<file path="src/rtl/alu_seq_pkg.sv">
// -----------------------------------------------------------------------------
// alu_seq_pkg
// Shared definitions for the multi-word ALU operation sequencer:
//   - sequencer state encoding
//   - op-select encodings as presented to the external ALU
//   - default word width / command length
// No ports (package).
// -----------------------------------------------------------------------------
package alu_seq_pkg;

    localparam int DEF_WORD_W    = 8;
    localparam int DEF_MAX_WORDS = 8;

    typedef enum logic [1:0] {
        ST_IDLE = 2'd0,
        ST_EXEC = 2'd1,
        ST_DONE = 2'd2
    } seq_state_t;

    // Op-select values understood by the external ALU. The same 3-bit code
    // means an arithmetic op when mode=0 and a bitwise op when mode=1.
    localparam logic [2:0] OP_ADD = 3'd0;   // mode 0: A + B + cin
    localparam logic [2:0] OP_SUB = 3'd1;   // mode 0: A - B - !cin
    localparam logic [2:0] OP_INC = 3'd2;   // mode 0: A + cin
    localparam logic [2:0] OP_DEC = 3'd3;   // mode 0: A - !cin
    localparam logic [2:0] OP_AND = 3'd0;   // mode 1: A & B
    localparam logic [2:0] OP_OR  = 3'd1;   // mode 1: A | B
    localparam logic [2:0] OP_XOR = 3'd2;   // mode 1: A ^ B
    localparam logic [2:0] OP_NOT = 3'd3;   // mode 1: ~A

endpackage

</file>
<file path="src/rtl/alu_seq_flag_acc.sv">
// -----------------------------------------------------------------------------
// alu_seq_flag_acc
// Carry / all-zero accumulator for one multi-word command.
//   clk       in   clock, state on rising edge
//   rst_n     in   asynchronous active-low reset (carry 0, zero 1)
//   i_clear   in   start of a new command: carry 0, zero 1
//   i_cap_en  in   capture this word's carry and fold its zero test
//   i_c_in    in   carry flag of the current word
//   i_result  in   result of the current word
//   o_c       out  carry captured at the most recent word
//   o_z       out  1 while every captured word result has been zero
// -----------------------------------------------------------------------------
module alu_seq_flag_acc
    import alu_seq_pkg::*;
#(
    parameter int WORD_W = DEF_WORD_W
) (
    input  logic              clk,
    input  logic              rst_n,
    input  logic              i_clear,
    input  logic              i_cap_en,
    input  logic              i_c_in,
    input  logic [WORD_W-1:0] i_result,
    output logic              o_c,
    output logic              o_z
);

    logic r_c;
    logic r_z;

    always_ff @(posedge clk or negedge rst_n) begin
        if (!rst_n) begin
            r_c <= 1'b0;
            r_z <= 1'b1;
        end else if (i_clear) begin
            r_c <= 1'b0;
            r_z <= 1'b1;
        end else if (i_cap_en) begin
            r_c <= i_c_in;
            r_z <= r_z & (i_result == '0);
        end
    end

    assign o_c = r_c;
    assign o_z = r_z;

endmodule

</file>
<file path="src/rtl/alu_op_sequencer.sv">
// -----------------------------------------------------------------------------
// alu_op_sequencer
// Runs one ALU operation across N words (one word per clock), chaining the
// carry between words in arithmetic mode, writing each word's result to a
// result file and reporting the final carry and an all-words-zero flag.
//
// Optional feature (macro ALU_SEQ_ABORT_EN): adds input abort / output
// rsp_abort. Abort during EXEC drops that word's write and finishes early
// with rsp_abort=1 and cleared flags.
//
// Ports:
//   clk, rst_n                 clock, asynchronous active-low reset
//   cmd_valid / cmd_ready      command handshake (ready only in IDLE)
//   cmd_opsel, cmd_mode,
//   cmd_cin, cmd_words         op, mode (0 arith / 1 logic), initial carry,
//                              word count (0 means MAX_WORDS)
//   alu_opsel, alu_mode,
//   alu_cin, alu_idx           drive to the external ALU / operand file
//   alu_result, alu_c_flag     combinational ALU result for word alu_idx
//   res_we, res_idx, res_data  result-file write port
//   rsp_valid / rsp_ready      completion handshake
//   rsp_c, rsp_z               final carry, all-words-zero
//   abort, rsp_abort           only with ALU_SEQ_ABORT_EN
// -----------------------------------------------------------------------------
module alu_op_sequencer
    import alu_seq_pkg::*;
#(
    parameter int WORD_W    = DEF_WORD_W,
    parameter int MAX_WORDS = DEF_MAX_WORDS
) (
    input  logic                         clk,
    input  logic                         rst_n,
    input  logic                         cmd_valid,
    output logic                         cmd_ready,
    input  logic [2:0]                   cmd_opsel,
    input  logic                         cmd_mode,
    input  logic                         cmd_cin,
    input  logic [$clog2(MAX_WORDS)-1:0] cmd_words,
    output logic [2:0]                   alu_opsel,
    output logic                         alu_mode,
    output logic                         alu_cin,
    output logic [$clog2(MAX_WORDS)-1:0] alu_idx,
    input  logic [WORD_W-1:0]            alu_result,
    input  logic                         alu_c_flag,
    output logic                         res_we,
    output logic [$clog2(MAX_WORDS)-1:0] res_idx,
    output logic [WORD_W-1:0]            res_data,
    output logic                         rsp_valid,
    input  logic                         rsp_ready,
    output logic                         rsp_c,
    output logic                         rsp_z
`ifdef ALU_SEQ_ABORT_EN
    ,
    input  logic                         abort,
    output logic                         rsp_abort
`endif
);

    localparam int IDX_W = $clog2(MAX_WORDS);

    seq_state_t       r_state;
    seq_state_t       w_state_nxt;

    logic [2:0]       r_opsel;
    logic             r_mode;
    logic             r_cin;
    logic [IDX_W-1:0] r_last;
    logic [IDX_W-1:0] r_idx;

    logic             w_accept;
    logic             w_last_word;
    logic             w_abort_now;
    logic             w_aborted;
    logic             w_clear;
    logic             w_cap_en;
    logic             w_acc_c;
    logic             w_acc_z;

    assign w_accept    = (r_state == ST_IDLE) && cmd_valid;
    assign w_last_word = (r_idx == r_last);

`ifdef ALU_SEQ_ABORT_EN
    logic r_abort;

    assign w_abort_now = abort;
    assign w_aborted   = r_abort;
    assign rsp_abort   = rsp_valid & r_abort;

    always_ff @(posedge clk or negedge rst_n) begin
        if (!rst_n) begin
            r_abort <= 1'b0;
        end else if (w_accept) begin
            r_abort <= 1'b0;
        end else if (r_state == ST_EXEC && abort) begin
            r_abort <= 1'b1;
        end
    end
`else
    assign w_abort_now = 1'b0;
    assign w_aborted   = 1'b0;
`endif

    // State register
    always_ff @(posedge clk or negedge rst_n) begin
        if (!rst_n) begin
            r_state <= ST_IDLE;
        end else begin
            r_state <= w_state_nxt;
        end
    end

    // Next state and per-state outputs
    always_comb begin
        w_state_nxt = r_state;
        cmd_ready   = 1'b0;
        alu_opsel   = 3'd0;
        alu_mode    = 1'b0;
        alu_cin     = 1'b0;
        res_we      = 1'b0;
        res_data    = '0;
        rsp_valid   = 1'b0;
        w_clear     = 1'b0;
        w_cap_en    = 1'b0;

        case (r_state)
            ST_IDLE: begin
                cmd_ready = 1'b1;
                if (cmd_valid) begin
                    w_clear     = 1'b1;
                    w_state_nxt = ST_EXEC;
                end
            end
            ST_EXEC: begin
                alu_opsel = r_opsel;
                alu_mode  = r_mode;
                // Word 0 takes the command's carry; later words take the
                // carry the ALU produced for the previous word.
                if (!r_mode) begin
                    alu_cin = (r_idx == '0) ? r_cin : w_acc_c;
                end
                res_data = alu_result;
                res_we   = ~w_abort_now;
                w_cap_en = ~w_abort_now;
                if (w_abort_now || w_last_word) begin
                    w_state_nxt = ST_DONE;
                end
            end
            ST_DONE: begin
                rsp_valid = 1'b1;
                if (rsp_ready) begin
                    w_state_nxt = ST_IDLE;
                end
            end
            default: begin
                w_state_nxt = ST_IDLE;
            end
        endcase
    end

    // Command latch and word index. The index is returned to 0 when EXEC
    // ends so alu_idx/res_idx read 0 outside EXEC.
    always_ff @(posedge clk or negedge rst_n) begin
        if (!rst_n) begin
            r_opsel <= 3'd0;
            r_mode  <= 1'b0;
            r_cin   <= 1'b0;
            r_last  <= '0;
            r_idx   <= '0;
        end else if (w_accept) begin
            r_opsel <= cmd_opsel;
            r_mode  <= cmd_mode;
            r_cin   <= cmd_cin;
            // MAX_WORDS is a power of two, so a count of 0 wraps to
            // MAX_WORDS-1 here, giving the full-length command.
            r_last  <= cmd_words - 1'b1;
            r_idx   <= '0;
        end else if (r_state == ST_EXEC) begin
            if (w_abort_now || w_last_word) begin
                r_idx <= '0;
            end else begin
                r_idx <= r_idx + 1'b1;
            end
        end
    end

    alu_seq_flag_acc #(
        .WORD_W (WORD_W)
    ) u_flag_acc (
        .clk      (clk),
        .rst_n    (rst_n),
        .i_clear  (w_clear),
        .i_cap_en (w_cap_en),
        .i_c_in   (alu_c_flag),
        .i_result (alu_result),
        .o_c      (w_acc_c),
        .o_z      (w_acc_z)
    );

    assign alu_idx = r_idx;
    assign res_idx = r_idx;

    // Flags are only presented with a response; an aborted command reports
    // both as 0.
    assign rsp_c = rsp_valid & ~w_aborted & w_acc_c;
    assign rsp_z = rsp_valid & ~w_aborted & w_acc_z;

endmodule

</file>
<file path="config.mk">
export PLATFORM = sky130hd
export DESIGN_NAME = alu_op_sequencer
export DESIGN_NICKNAME = d
export VERILOG_FILES = /design/src/rtl/alu_seq_pkg.sv /design/src/rtl/alu_seq_flag_acc.sv /design/src/rtl/alu_op_sequencer.sv
export SDC_FILE = /design/constraint.sdc
export NUM_CORES = 1
export LEC_CHECK = 0
export BUFFER_PORTS_ARGS = -buffer_cell sky130_fd_sc_hd__buf_2
export CORE_MARGIN = 2
export CORE_UTILIZATION = 40
export DETAILED_ROUTE_END_ITERATION = 8
export PLACE_DENSITY = 0.8
export SYNTH_ARGS = -nofsm -noshare
export SYNTH_HDL_FRONTEND = slang
export SYNTH_SLANG_ARGS = --single-unit
</file>
<file path="constraint.sdc">
create_clock -name clk -period 1.3 [get_ports clk]
set_input_delay 0.065 -clock clk [delete_from_list [all_inputs] [get_ports clk]]
set_output_delay 0.065 -clock clk [all_outputs]
set_load 0.03 [all_outputs]
</file>
==> impl_metrics.toml <==
[worst_setup_path]
cp.required_ns = 1.24
endpoint = "alu_cin"
startpoint_type = "flip-flop"
r2r_start = "r_state[1]$_DFFE_PN0P_"
critical_path_arrival_ns = 1.65
r2r_slack_ns = -0.20
ff2ff_path_depth = 4
path_max_fanout = 2
cp-startpoint = "alu_idx[1]$_DFFE_PN0P_"
critPathKind = "reg -> out"
worstSetupEndpointType = "output pin"
r2r-end = "r_opsel[1]$_DFFE_PN0P_"

[grt]
met3_usage_pct = 0.893
use_met1_pct = 32.3
overflow = 0
antenna_found_initial = 0
grt_use_met2_pct = 43.4
grt_pass1_vias = 929
top_usage_layer = "met2"
grt_pass1_wl_um = 4630
grt_max_degree = 16
grt_usage_pct = 24.4

[synth]
synth_seq_area_share_pct = 43.0
synth_nets = 113
muxShareOfSynthArea_pct = 8.00
ys_ff_latch = 15
synth_cell_type_count = 32
synth.avg_cell_area_um2 = 9.84
synth_top_family_by_area = "simple AND/OR/NAND/NOR gates"
synth-xor-area-share_pct = 4.00
synthAdderAreaFrac_pct = 4.29
synth_top_area_cell = "dfrtp_1"
netlist_area_um2 = 876
yosys-top-cells-area = "dfrtp_1 40%, and2_1 11%, mux2_2 5.1%"
yosys.area_share.simple_pct = 24.0
yosysWarnings = 0
netlist.area_leader.share_pct = 40.0
synth_compound_area_share_pct = 8.14
synth_cells = 89

[cts]
cts_root_buffer = "clkbuf_4"
cts_max_path_buffers = 2
insertion_delay_ns = 0.30
cts_inserted_buffers = 3
clkTransAtPathRegs_ns = 0.10
htree_num_levels = 1
clock_sinks = 15
cts_tree = "built"

[sta]
worst-slew-pin-transition_ns = 0.355
fin_ws_ns = -0.416
period_minus_slack_ns = 1.72
relSlewSlack_pct = 76.3
clock_skew_ns = 0.00680
final_max_slew_viol_count = 0
setup_violations = 35
post-route-period-util_pct = 132
hold_violations = 5
fmaxAchievable_mhz = 583
rsz0062_at_grt = "yes"
fin_hold_ws_ns = -0.0149

[worst_hold_path]
min_path_type = "in -> reg"

[drt]
dr.first_iter.drc_count = 21
wl_per_cell_um = 19.7
drtAntennaViolNets = 0
via_count = 1005
firstDrtPassIters = 4
postRouteWirelength_um = 3710
drc = 0
drt-vias-per-instance = 5.35

[power_and_ir_drop]
total_leakage_power_nw = 0.843
finalPower_w = 0.00495
power_density_nw_per_um2 = 2860
ir_drop_v = 0.00183

[finish]
fin_nets = 186
syn_to_final_growth_pct = 97.4
drive_gt1_share_pct = 75.2
num_antenna_cells = 0
num-fill-cells = 87
fin_util_pct = 85.5

[run]
drv_cap = 0

[floorplan]
start_util_pct = 43.3
die_area_um2 = 2580
die_h_um = 50.8
rows = 16
die_w_um = 50.8
pin_count = 45
core_area_um2 = 2020

[place]
dp_hpwl_um = 1540
place_congestion = 0.755
port_buffers = 44

[run_status]
violations = "negative hold slack, negative setup slack"
status = "complete, but fails checks"
power by group:
group | switching (W) | internal, W
clock network | 0.000176 | 0.000115
logic | 0.00189 | 0.00181
registers | 0.000251 | 0.000704
synth_stat cells (all sizes together):
master / number
nand3: 1
nand2b: 1
nor3: 3
o21ai: 5
a22o: 1
o221ai: 1
buf: 5
nor3b: 1
or3b: 1
clkbuf: 1
nand3b: 2
o21bai: 1
nor2b: 2
o32ai: 1
dfstp: 1
and2: 15
ha: 3
mux2i: 1
dfrtp: 14
o31ai: 1
a21oi: 1
mux2: 5
inv: 7
nor2: 1
xor2: 3
xnor2: 1
nor4: 2
nand2: 8
layer usage:
layer  routed length [um]  vias to the layer above
met2                 1860                       46
met5                    0                        -
met4                  150                        0
met3                  181                       13
met1                 1520                      502
li1                     -                      444
worst min-delay path by stage:
| stage | cells after the start | startpoint | slack (ns) | to |
|---|---|---|---|---|
| finish | 2 | cmd_opsel[1] | -0.01 | r_opsel[1]$_DFFE_PN0P_ |
| global route | 2 | cmd_opsel[1] | -0.02 | r_opsel[1]$_DFFE_PN0P_ |
| floorplan | 0 | rst_n | -0.23 | alu_idx[0]$_DFFE_PN0P_ |
| CTS | 2 | cmd_opsel[1] | 0.004 | r_opsel[1]$_DFFE_PN0P_ |
| detailed placement | 1 | rst_n | -0.02 | alu_idx[2]$_DFFE_PN0P_ |
| global placement | 1 | rst_n | -0.02 | alu_idx[2]$_DFFE_PN0P_ |
worst max-delay path, cell delays in order (launching register included):
cell and delay, ns:
dfrtp_2 0.42, inv_2 0.09, ha_4 0.13, nor2b_4 0.19, mux2i_2 0.31, nor3_4 0.06
buf_6 0.14
cells in the final DEF, fill, tap and decap left out, types with 2 or more instances in the layout:
cell / netlist / layout
and2_4: 0 / 14
buf_2: 0 / 26
buf_4: 3 / 7
buf_6: 2 / 36
clkbuf_4: 0 / 3
dfrtp_1: 14 / 12
dfrtp_2: 0 / 2
dlygate4sd3_1: 0 / 3
ha_4: 0 / 2
inv_1: 6 / 4
inv_2: 1 / 2
mux2_2: 4 / 4
nand2_1: 8 / 5
nand2_2: 0 / 3
nand3b_1: 2 / 2
nor2b_4: 0 / 2
nor3_4: 0 / 2
nor4_1: 2 / 2
o21ai_1: 1 / 3
o21ai_2: 0 / 2
state kept, by name (all words and copies together), names as in the netlist:
name            count
r_opsel             3
r_mode              1
alu_idx             3
u_flag_acc.o_z      1
r_last              3
r_cin               1
u_flag_acc.o_c      1
r_state             2
cell type report:
type                    instances  area (um2)  share of cell area, %
clock inverters                 1        5.00                  0.289
clock buffers                   3        22.5                   1.30
repair inverters                1        7.51                  0.434
flip-flops and latches         15         379                   21.9
well taps                      27        33.8                   1.95
repair buffers                 73         633                   36.6
multi-input cells              61         617                   35.7
inverters                       7        31.3                   1.81
stage by stage:
stage / TNS [ns] / worst slack, ns / cells / instance area (um2)
3_3_place_gp: -0.0513 / -0.0230 / 163 / 1180
3_5_place_dp: -0.675 / -0.0981 / 163 / 1180
6_report: -5.80 / -0.416 / 188 / 1730
2_1_floorplan: -0.347 / -0.118 / 89 / 911
4_1_cts: -2.75 / -0.275 / 179 / 1570
5_1_grt: -7.13 / -0.437 / 188 / 1730
cell families (layout without fill, tap and decap cells):
logic type / count (synthesis) / in the layout
compound gates: 11 / 11
xor+xnor: 4 / 4
fa+ha+maj: 3 / 3
buf+inv: 13 / 85
flops: 15 / 15
mux: 6 / 6
simple gates: 37 / 37
repair_timing:
action	in CTS	in global routing
gates resized for setup	77	24
pin swaps	19	5
setup buffers	9	10
hold buffers	3	0
endpoints found under the hold margin	17	0
cloned	2	0
endpoints found under the setup margin	26	32
(Power assumes the default switching activity.)
